$ cat src/rtl/quick_spi_pkg.sv
`default_nettype none
// +--------------------------------------------------------------------+
// | Module      : quick_spi_pkg                                        |
// | Description : Shared state encoding, default timeouts and sizing   |
// |               helpers for the quick_spi arbiter slice.             |
// | Revision    : 1.0 - initial release                                |
// +--------------------------------------------------------------------+
package quick_spi_pkg;

  // Arbiter state encoding
  localparam logic [2:0] ARB_IDLE      = 3'd0;
  localparam logic [2:0] ARB_ISSUE     = 3'd1;
  localparam logic [2:0] ARB_WAIT_BUSY = 3'd2;
  localparam logic [2:0] ARB_WAIT_DONE = 3'd3;
  localparam logic [2:0] ARB_GAP       = 3'd4;

  // Default timing
  localparam int DEF_START_TIMEOUT = 8;
  localparam int DEF_DONE_TIMEOUT  = 1024;
  localparam int DEF_GAP_CYCLES    = 2;

  // Smallest r with 2**r >= value
  function automatic int qs_clog2(input int value);
    int r;
    r = 0;
    for (int i = 0; i < 31; i++) begin
      if ((1 << i) < value) r = i + 1;
    end
    return r;
  endfunction

  function automatic int qs_max(input int a, input int b);
    return (a > b) ? a : b;
  endfunction

endpackage
`default_nettype wire

$ cat src/rtl/quick_spi_rr_picker.sv
`default_nettype none
// +--------------------------------------------------------------------+
// | Module      : quick_spi_rr_picker                                  |
// | Description : Combinational round-robin picker. Scans upward from  |
// |               rr_ptr+1 with wrap and returns the first requester.  |
// | Revision    : 1.0 - initial release                                |
// +--------------------------------------------------------------------+
module quick_spi_rr_picker
  import quick_spi_pkg::*;
#(
  parameter int NUM_REQUESTERS = 4
) (
  input  logic [NUM_REQUESTERS-1:0]           req_i,
  input  logic [qs_clog2(NUM_REQUESTERS)-1:0] rr_ptr_i,
  output logic [qs_clog2(NUM_REQUESTERS)-1:0] winner_o,
  output logic                                valid_o
);

  localparam int c_id_w = qs_clog2(NUM_REQUESTERS);

  // (base + off) mod N, valid for base < N and off <= N
  function automatic logic [c_id_w-1:0] wrap_idx(input logic [c_id_w-1:0] base, input int off);
    int s;
    s = int'(base) + off;
    if (s >= NUM_REQUESTERS) s = s - NUM_REQUESTERS;
    return c_id_w'(s);
  endfunction

  // Walk from the farthest offset down so the nearest requester is the last writer
  always_comb begin
    winner_o = '0;
    valid_o  = 1'b0;
    for (int k = NUM_REQUESTERS; k >= 1; k--) begin
      if (req_i[wrap_idx(rr_ptr_i, k)]) begin
        winner_o = wrap_idx(rr_ptr_i, k);
        valid_o  = 1'b1;
      end
    end
  end

endmodule
`default_nettype wire

$ cat src/rtl/quick_spi_arbiter.sv
`default_nettype none
// +--------------------------------------------------------------------+
// | Module      : quick_spi_arbiter                                    |
// | Description : Round-robin sharing of one quick_spi master between  |
// |               several clients, with start/done timeouts and        |
// |               per-client ack/done/error pulses.                    |
// | Revision    : 1.0 - initial release                                |
// +--------------------------------------------------------------------+
module quick_spi_arbiter
  import quick_spi_pkg::*;
#(
  parameter int NUM_REQUESTERS  = 4,
  parameter int DATA_WIDTH      = 16,
  parameter int SLAVE_IDX_WIDTH = 1,
  parameter int START_TIMEOUT   = DEF_START_TIMEOUT,
  parameter int DONE_TIMEOUT    = DEF_DONE_TIMEOUT,
  parameter int GAP_CYCLES      = DEF_GAP_CYCLES
) (
  input  logic                                       clk,
  input  logic                                       reset_n,
  input  logic [NUM_REQUESTERS-1:0]                  req_i,
  input  logic [NUM_REQUESTERS*SLAVE_IDX_WIDTH-1:0]  req_slave_i,
  input  logic [NUM_REQUESTERS*DATA_WIDTH-1:0]       req_data_i,
  output logic [NUM_REQUESTERS-1:0]                  ack_o,
  output logic [NUM_REQUESTERS-1:0]                  done_o,
  output logic [NUM_REQUESTERS-1:0]                  error_o,
  output logic                                       spi_start_o,
  output logic [SLAVE_IDX_WIDTH-1:0]                 spi_slave_o,
  output logic [DATA_WIDTH-1:0]                      spi_data_o,
  input  logic                                       spi_busy_i,
  output logic                                       active_o,
  output logic [qs_clog2(NUM_REQUESTERS)-1:0]        grant_id_o
);

  localparam int c_gnt_w = qs_clog2(NUM_REQUESTERS);
  localparam int c_cnt_w = qs_clog2(qs_max(qs_max(START_TIMEOUT, DONE_TIMEOUT), GAP_CYCLES)) + 1;
  localparam logic [c_cnt_w-1:0] c_start_last = c_cnt_w'(START_TIMEOUT - 1);
  localparam logic [c_cnt_w-1:0] c_done_last  = c_cnt_w'(DONE_TIMEOUT - 1);
  localparam logic [c_cnt_w-1:0] c_gap_last   = c_cnt_w'(GAP_CYCLES - 1);
  // Pointer starts at the top client so client 0 wins the first scan
  localparam logic [c_gnt_w-1:0] c_rr_init    = c_gnt_w'(NUM_REQUESTERS - 1);

  logic [2:0]                  state_q, state_d;
  logic [c_cnt_w-1:0]          cnt_q, cnt_d;
  logic [c_gnt_w-1:0]          rr_q, rr_d;
  logic [c_gnt_w-1:0]          gnt_q, gnt_d;
  logic [SLAVE_IDX_WIDTH-1:0]  slave_q, slave_d;
  logic [DATA_WIDTH-1:0]       data_q, data_d;
  logic [NUM_REQUESTERS-1:0]   ack_q, ack_d;
  logic [NUM_REQUESTERS-1:0]   done_q, done_d;
  logic [NUM_REQUESTERS-1:0]   err_q, err_d;
  logic                        start_q, start_d;

  logic [c_gnt_w-1:0]          w_pick;
  logic                        w_pick_valid;
  logic [SLAVE_IDX_WIDTH-1:0]  w_slave_arr [NUM_REQUESTERS];
  logic [DATA_WIDTH-1:0]       w_data_arr  [NUM_REQUESTERS];

  for (genvar g = 0; g < NUM_REQUESTERS; g++) begin : g_unpack
    assign w_slave_arr[g] = req_slave_i[g*SLAVE_IDX_WIDTH +: SLAVE_IDX_WIDTH];
    assign w_data_arr[g]  = req_data_i[g*DATA_WIDTH +: DATA_WIDTH];
  end

  quick_spi_rr_picker #(
    .NUM_REQUESTERS (NUM_REQUESTERS)
  ) u_picker (
    .req_i    (req_i),
    .rr_ptr_i (rr_q),
    .winner_o (w_pick),
    .valid_o  (w_pick_valid)
  );

  // Next-state logic: grant, issue, wait for busy rise/fall with timeouts, then gap
  always_comb begin
    state_d = state_q;
    cnt_d   = cnt_q;
    rr_d    = rr_q;
    gnt_d   = gnt_q;
    slave_d = slave_q;
    data_d  = data_q;
    ack_d   = '0;
    done_d  = '0;
    err_d   = '0;
    start_d = 1'b0;
    case (state_q)
      ARB_IDLE: begin
        if (w_pick_valid) begin
          state_d       = ARB_ISSUE;
          gnt_d         = w_pick;
          rr_d          = w_pick;
          slave_d       = w_slave_arr[w_pick];
          data_d        = w_data_arr[w_pick];
          ack_d[w_pick] = 1'b1;
          start_d       = 1'b1;
        end
      end
      ARB_ISSUE: begin
        cnt_d   = '0;
        state_d = ARB_WAIT_BUSY;
      end
      ARB_WAIT_BUSY: begin
        if (spi_busy_i) begin
          state_d = ARB_WAIT_DONE;
          cnt_d   = '0;
        end else if (cnt_q == c_start_last) begin
          err_d[gnt_q] = 1'b1;
          state_d      = ARB_GAP;
          cnt_d        = '0;
        end else begin
          cnt_d = cnt_q + 1'b1;
        end
      end
      ARB_WAIT_DONE: begin
        // Busy falling is checked first so it beats a coincident timeout
        if (!spi_busy_i) begin
          done_d[gnt_q] = 1'b1;
          state_d       = ARB_GAP;
          cnt_d         = '0;
        end else if (cnt_q == c_done_last) begin
          err_d[gnt_q] = 1'b1;
          state_d      = ARB_GAP;
          cnt_d        = '0;
        end else begin
          cnt_d = cnt_q + 1'b1;
        end
      end
      ARB_GAP: begin
        if (cnt_q == c_gap_last) begin
          state_d = ARB_IDLE;
          cnt_d   = '0;
        end else begin
          cnt_d = cnt_q + 1'b1;
        end
      end
      default: begin
        state_d = ARB_IDLE;
        cnt_d   = '0;
      end
    endcase
  end

  // State and output registers; reset abandons any transaction silently
  always_ff @(posedge clk) begin
    if (!reset_n) begin
      state_q <= ARB_IDLE;
      cnt_q   <= '0;
      rr_q    <= c_rr_init;
      gnt_q   <= '0;
      slave_q <= '0;
      data_q  <= '0;
      ack_q   <= '0;
      done_q  <= '0;
      err_q   <= '0;
      start_q <= 1'b0;
    end else begin
      state_q <= state_d;
      cnt_q   <= cnt_d;
      rr_q    <= rr_d;
      gnt_q   <= gnt_d;
      slave_q <= slave_d;
      data_q  <= data_d;
      ack_q   <= ack_d;
      done_q  <= done_d;
      err_q   <= err_d;
      start_q <= start_d;
    end
  end

  assign ack_o       = ack_q;
  assign done_o      = done_q;
  assign error_o     = err_q;
  assign spi_start_o = start_q;
  assign spi_slave_o = slave_q;
  assign spi_data_o  = data_q;
  assign grant_id_o  = gnt_q;
  assign active_o    = (state_q != ARB_IDLE);

endmodule
`default_nettype wire
$ cat config.mk
export PLATFORM = sky130hd
export DESIGN_NAME = quick_spi_arbiter
export DESIGN_NICKNAME = d
export VERILOG_FILES = /design/src/rtl/quick_spi_pkg.sv /design/src/rtl/quick_spi_rr_picker.sv /design/src/rtl/quick_spi_arbiter.sv
export SDC_FILE = /design/constraint.sdc
export NUM_CORES = 1
export LEC_CHECK = 0
export CORE_UTILIZATION = 61
export DETAILED_ROUTE_END_ITERATION = 8
export DONT_BUFFER_PORTS = 1
export PLACE_DENSITY_LB_ADDON = 0.2
export SETUP_SLACK_MARGIN = 0.2
export SKIP_CTS_REPAIR_TIMING = 1
export SLEW_MARGIN = 20
export SYNTH_ARGS = -nofsm -noshare
export SYNTH_HDL_FRONTEND = slang
export SYNTH_SLANG_ARGS = --single-unit
$ cat constraint.sdc
create_clock -name clk -period 2.5 [get_ports clk]
set_clock_uncertainty 0.15 [all_clocks]
set_input_delay 0.5 -clock clk [delete_from_list [all_inputs] [get_ports clk]]
set_output_delay 0.5 -clock clk [all_outputs]
set_load 0.01 [all_outputs]
==> results of run 1 <==
==> area by class of cell <==
type                    count  area (um2)
clock buffers               5        68.8
fillers                   357        1490
repair buffers              6        70.1
well taps                  52        65.1
clock inverters             3        46.3
multi-input cells         224        1650
flip-flops and latches     48         961
inverters                   8        30.0
==> placed cells by master (no fill, tap or decap), drive strengths merged, types with 4 or more instances in the layout <==
master   n
dfxtp   48
mux2i   34
nand3   29
nand2   24
o21ai   22
nor2    21
mux2    18
nor3    12
inv      9
a31oi    8
nand2b   6
buf      6
nand3b   5
a21oi    5
clkbuf   5
nor4     4
a211oi   4
==> how the worst min path moves through the flow <==
stage | startpoint | endpoint | depth (start not counted)
finish | reset_n | rr_q[0] | 1
global placement | spi_data_o[13] | spi_data_o[13] | 2
detailed placement | spi_data_o[12] | spi_data_o[12] | 2
floorplan | spi_data_o[14] | spi_data_o[14] | 2
CTS | reset_n | rr_q[0] | 1
global route | reset_n | rr_q[0] | 1
==> flip-flops by register name, summed over array words and instances (netlist names) <==
register     count
rr_q             2
state_q          3
cnt_q           11
spi_start_o      1
done_o           4
spi_slave_o      1
ack_o            4
grant_id_o       2
error_o          4
spi_data_o      16
==> metrics by stage <==
step	instance area [um2]	cells
6_report	2890	346
5_1_grt	2890	346
4_1_cts	2880	346
2_1_floorplan	2780	303
3_5_place_dp	2770	338
3_3_place_gp	2770	338
==> power groups by stage <==
stage          logic, mW  clock network, mW  registers, mW
5_1_grt             1.47              0.614           1.29
3_5_place_dp        1.35                  0           1.28
3_3_place_gp        1.32                  0           1.28
6_report            1.34              0.572           1.26
2_1_floorplan       1.25                  0           1.19
4_1_cts             1.35              0.585           1.26
==> per-layer routing <==
metal	vias to the layer above	global-route usage [%]	routed length, um
met5	-	0	0
met4	0	8.16	60
met3	6	5.52	264
met2	63	40.8	2720
met1	999	28.1	2370
li1	1080	-	-
==> cells by family (layout without fill, tap and decap cells) <==
family,count (synthesis),after routing
XOR/XNOR,1,1
AND/OR/NAND/NOR,120,120
AO/OA/AOI/OAI,49,49
multiplexers,52,52
buffers and inverters,31,22
adder cells (fa/ha/maj),2,2
flip-flops,48,48
==> worst max-delay path, delay by kind of cell (launching register included) <==
kind / cells / cell delay, ns
flip-flops: 1 / 0.61
AO/OA/AOI/OAI: 4 / 1.04
AND/OR/NAND/NOR: 1 / 0.21
==> impl_metrics.toml, run 1 <==
[run_status]
status = "finished clean"

[placed_design]
io_buffers = 0
hpwl_mm = 3.89
place.gp.congestion = 0.827
dp_slack_ns = 0.364

[synth]
synth_top_family_by_area = "simple AND/OR/NAND/NOR gates"
yosys-top-cells-count = "dfxtp_1 (48), mux2i_1 (34), nand3_1 (29)"
synth_top_area_cell = "dfxtp_1"
synth-xor-area-share_pct = 0.315
syn_area_per_cell_um2 = 9.18
synth_fp_nets = 380
synth_simple_gate_area_share_pct = 22.6
synth_top_area_share_pct = 34.5
synth_fa_ha_area_share_pct = 0.899
yosys.cell_types.count = 53
synthTopCellsByArea = "dfxtp_1 (35%), mux2i_1 (12%), mux2_4 (5.4%)"
synth.area.mux_share_pct = 20.9
synth-edff-count = 0
synthMostInstantiatedCell = "dfxtp_1"
async_flop_share_pct = 0
seq_area_frac_synth_pct = 34.5
netlist_area_um2 = 2780
yosys_warnings = 0
yosys_register_bits = 48
synthFlopType = "dfxtp_1"
synth-compound-area-share_pct = 14.0
netlist_instances = 303

[routing]
viasPerCell = 6.21
avgRoutedWirePerCell_um = 15.6
ant_nets = 0
drcViolationCount = 0
first_pass_iters = 4
routed_wl_mm = 5.41
num_vias = 2148
drt_iter0_drc = 152

[worst_setup_path]
cp-endpoint = "state_q[0]"
cp-end-kind = "flop"
r2r_end = "state_q[0]"
crit_chain = "or3b_1, a2bb2oi_1, o211ai_4, a21oi_1, o221a_1"
r2r_cells = 5
required_ns = 2.60
cpPeakStageDelay_ns = 0.61
r2r_slack_ns = 0.43
crit_arrival_ns = 2.17
crit_fanout = 19
startpoint_type = "flop"
reg2reg_from = "state_q[0]"
slowest_stage = "dfxtp_1"
critPathKind = "reg -> reg"
worstSetupStartpoint = "state_q[0]"

[min_path]
hold_path.class = "in -> reg"

[clock_network]
cts_tree = "yes"
cts-root-buf = "clkbuf_8"
numCtsBuffers = 5
clk_pin_slew_ns = 0.09
cts_sinks = 48
clock_path_buffers = 2
cts_max_level = 2
clock_latency_ns = 0.30

[timing]
setup_slack_ns = 0.428
tightest_slew_ns = 0.567
relSlewSlack_pct = 61.8
fmax_mhz = 483
finalCriticalPeriod_ns = 2.07
drv_slew = 0
finalCritPeriodShare_pct = 82.9
hold_slack_ns = 0.129
rsz0062_at_grt = "no"
fin_setup_tns_ns = 0
hold_viol = 0
setup_violations = 0

[floorplanning]
fp.coreArea_um2 = 4380
die_h_um = 69.5
start_util_pct = 63.5
die_area_um2 = 4840
io_pins = 108
row_count = 24
die_w_um = 69.5

[power_and_ir_drop]
pwr-share-clk_pct = 18.0
vdd_drop_max_v = 0.000755
intPower_mw = 1.92
switching_power_mw = 1.26
powerDensity_nw_per_um2 = 1100
p_leak_nw = 1.09
p_total_mw = 3.18
combPwrFrac_pct = 42.3
power_frac_seq_pct = 39.7
switching_share_pct = 39.6

[finish]
drive_gt1_share_pct = 18.7
num_antenna_cells = 0
nNetsFinal = 370
fin_util_pct = 65.9
areaGrowthSynthToFinish_pct = 3.87

[job]
max-cap-violations = 0

[grt]
overflow = 0
antenna_found_initial = 0
grt_first_pass_wirelength_mm = 9.18
grt_use_total_pct = 23.4
grt_max_degree = 39
grt_pass1_vias = 1990
Power figures use the tool's default switching activity.
==> run 2, diff against run 1 <==
CORE_UTILIZATION = 57   (was 61)
clock period = 1.8 ns   (was 2.5 ns; I/O delays follow)
==> impl_metrics.toml, run 2 (synthesis gave the netlist of run 1 again) <==
[run_status]
status = "finished, violations left"
violations = "negative setup slack"

[finish]
num_antenna_cells = 0
fin_util_pct = 81.4
drive_gt1_share_pct = 44.3
layout_commonest_cell = "dfxtp_1"
final_cell_mix = "dfxtp_1 (40), buf_4 (34), mux2i_1 (32)"
areaGrowthSynthToFinish_pct = 38.2
largest_reg_flops = 16
nNetsFinal = 424

[clock_network]
cts-root-buf = "clkbuf_8"
cts_max_level = 2
cts_sinks = 48
cts_tree = "yes"
clk_pin_slew_ns = 0.09
numCtsBuffers = 5
clock_latency_ns = 0.32
clock_path_buffers = 2

[timing]
tightest_slew_ns = 0.586
setup_violations = 28
finalCriticalPeriod_ns = 1.95
rsz0062_at_grt = "yes"
setup_slack_ns = -0.150
drv_slew = 0
hold_viol = 0
hold_slack_ns = 0.0151
fmax_mhz = 513
finalCritPeriodShare_pct = 108
relSlewSlack_pct = 60.6

[floorplanning]
io_pins = 108
die_h_um = 71.9
die_w_um = 71.9
start_util_pct = 58.9
row_count = 25
fp.coreArea_um2 = 4720
die_area_um2 = 5170

[routing]
viasPerCell = 6.36
ant_nets = 0
first_pass_iters = 4
routed_wl_mm = 8.16
num_vias = 2638
avgRoutedWirePerCell_um = 19.7
drt_iter0_drc = 226
drcViolationCount = 0

[placed_design]
hpwl_mm = 4.44
io_buffers = 0
place.gp.congestion = 0.779

[worst_setup_path]
reg2reg_from = "cnt_q[0]"
r2r_slack_ns = -0.15
critPathKind = "reg -> reg"
required_ns = 1.82
r2r_cells = 7
r2r_end = "cnt_q[5]"
crit_fanout = 4
startpoint_type = "flop"
cp-end-kind = "flop"
crit_arrival_ns = 1.97

[min_path]
hold_depth = 1
worstHoldStart = "reset_n"
hold_path.class = "in -> reg"
holdPathEnd = "state_q[0]"

[power_and_ir_drop]
p_total_mw = 5.96
vdd_drop_max_v = 0.000994
p_leak_nw = 1.54
powerDensity_nw_per_um2 = 1550

[grt]
grt_first_pass_wirelength_mm = 9.96
overflow = 0
grt_max_degree = 36
grt_pass1_vias = 2155
grt_use_total_pct = 24.6
antenna_found_initial = 0

[job]
max-cap-violations = 0
[run 2: cell types whose count changed in the layout (fill, tap and decap cells not counted), moves of 4 or more]
cell       previous run  this run
mux2_4               10        17
dfxtp_4               0         5
a21oi_1               5         1
clkbuf_16             0         5
buf_4                 4        34
mux2_2                8         1
buf_6                 0        12
dfxtp_1              48        40
a21oi_2               0         4
nand3_1              29        25
[run 2: layer usage]
layer	wire (um)	GRT usage, %	up-vias
li1	-	-	1196
met1	3120	30.2	1282
met2	4330	41.4	135
met3	481	5.34	25
met4	232	10.9	0
met5	0	0	-
[run 2: metrics by stage]
stage | TNS, ns | cell area [um2] | setup WS (ns) | cells
floorplan | -0.531 | 2910 | -0.0388 | 303
global placement | -2.18 | 3110 | -0.144 | 378
detailed placement | -4.03 | 3110 | -0.184 | 378
CTS | -3.61 | 3250 | -0.206 | 386
global route | -2.97 | 3840 | -0.205 | 415
finish | -1.59 | 3840 | -0.150 | 415
[run 2: how the worst max path moves through the flow]
stage	startpoint	endpoint	slack (ns)	cells after the start
floorplan	req_i[0]	spi_data_o[7]	-0.04	7
global placement	req_i[0]	spi_data_o[15]	-0.14	6
detailed placement	cnt_q[1]	state_q[0]	-0.18	6
CTS	cnt_q[1]	state_q[0]	-0.21	6
global route	cnt_q[1]	cnt_q[5]	-0.21	7
finish	cnt_q[0]	cnt_q[5]	-0.15	7
[run 2: final cells by class]
type,instances,area [um2]
Clock inverter,3,68.8
Multi-Input combinational cell,227,1990
Clock buffer,5,68.8
Tap cell,67,83.8
Sequential cell,48,983
Fill cell,267,878
Inverter,8,32.5
Timing Repair Buffer,57,621
[run 2: critical path, cell delays in order, from the launching register on]
cell and delay (ns):
dfxtp_4 0.38, ha_4 0.15, nand4_1 0.19, nor4_4 0.39
buf_4 0.21, o211ai_2 0.16, nand2_1 0.11, a31oi_1 0.09
[run 2: where the power goes]
part           switching, mW  internal (mW)  total, mW
clock                  0.396          0.559      0.955
combinational           1.50           1.74       3.25
sequential             0.379           1.38       1.76
total                   2.28           3.68       5.96
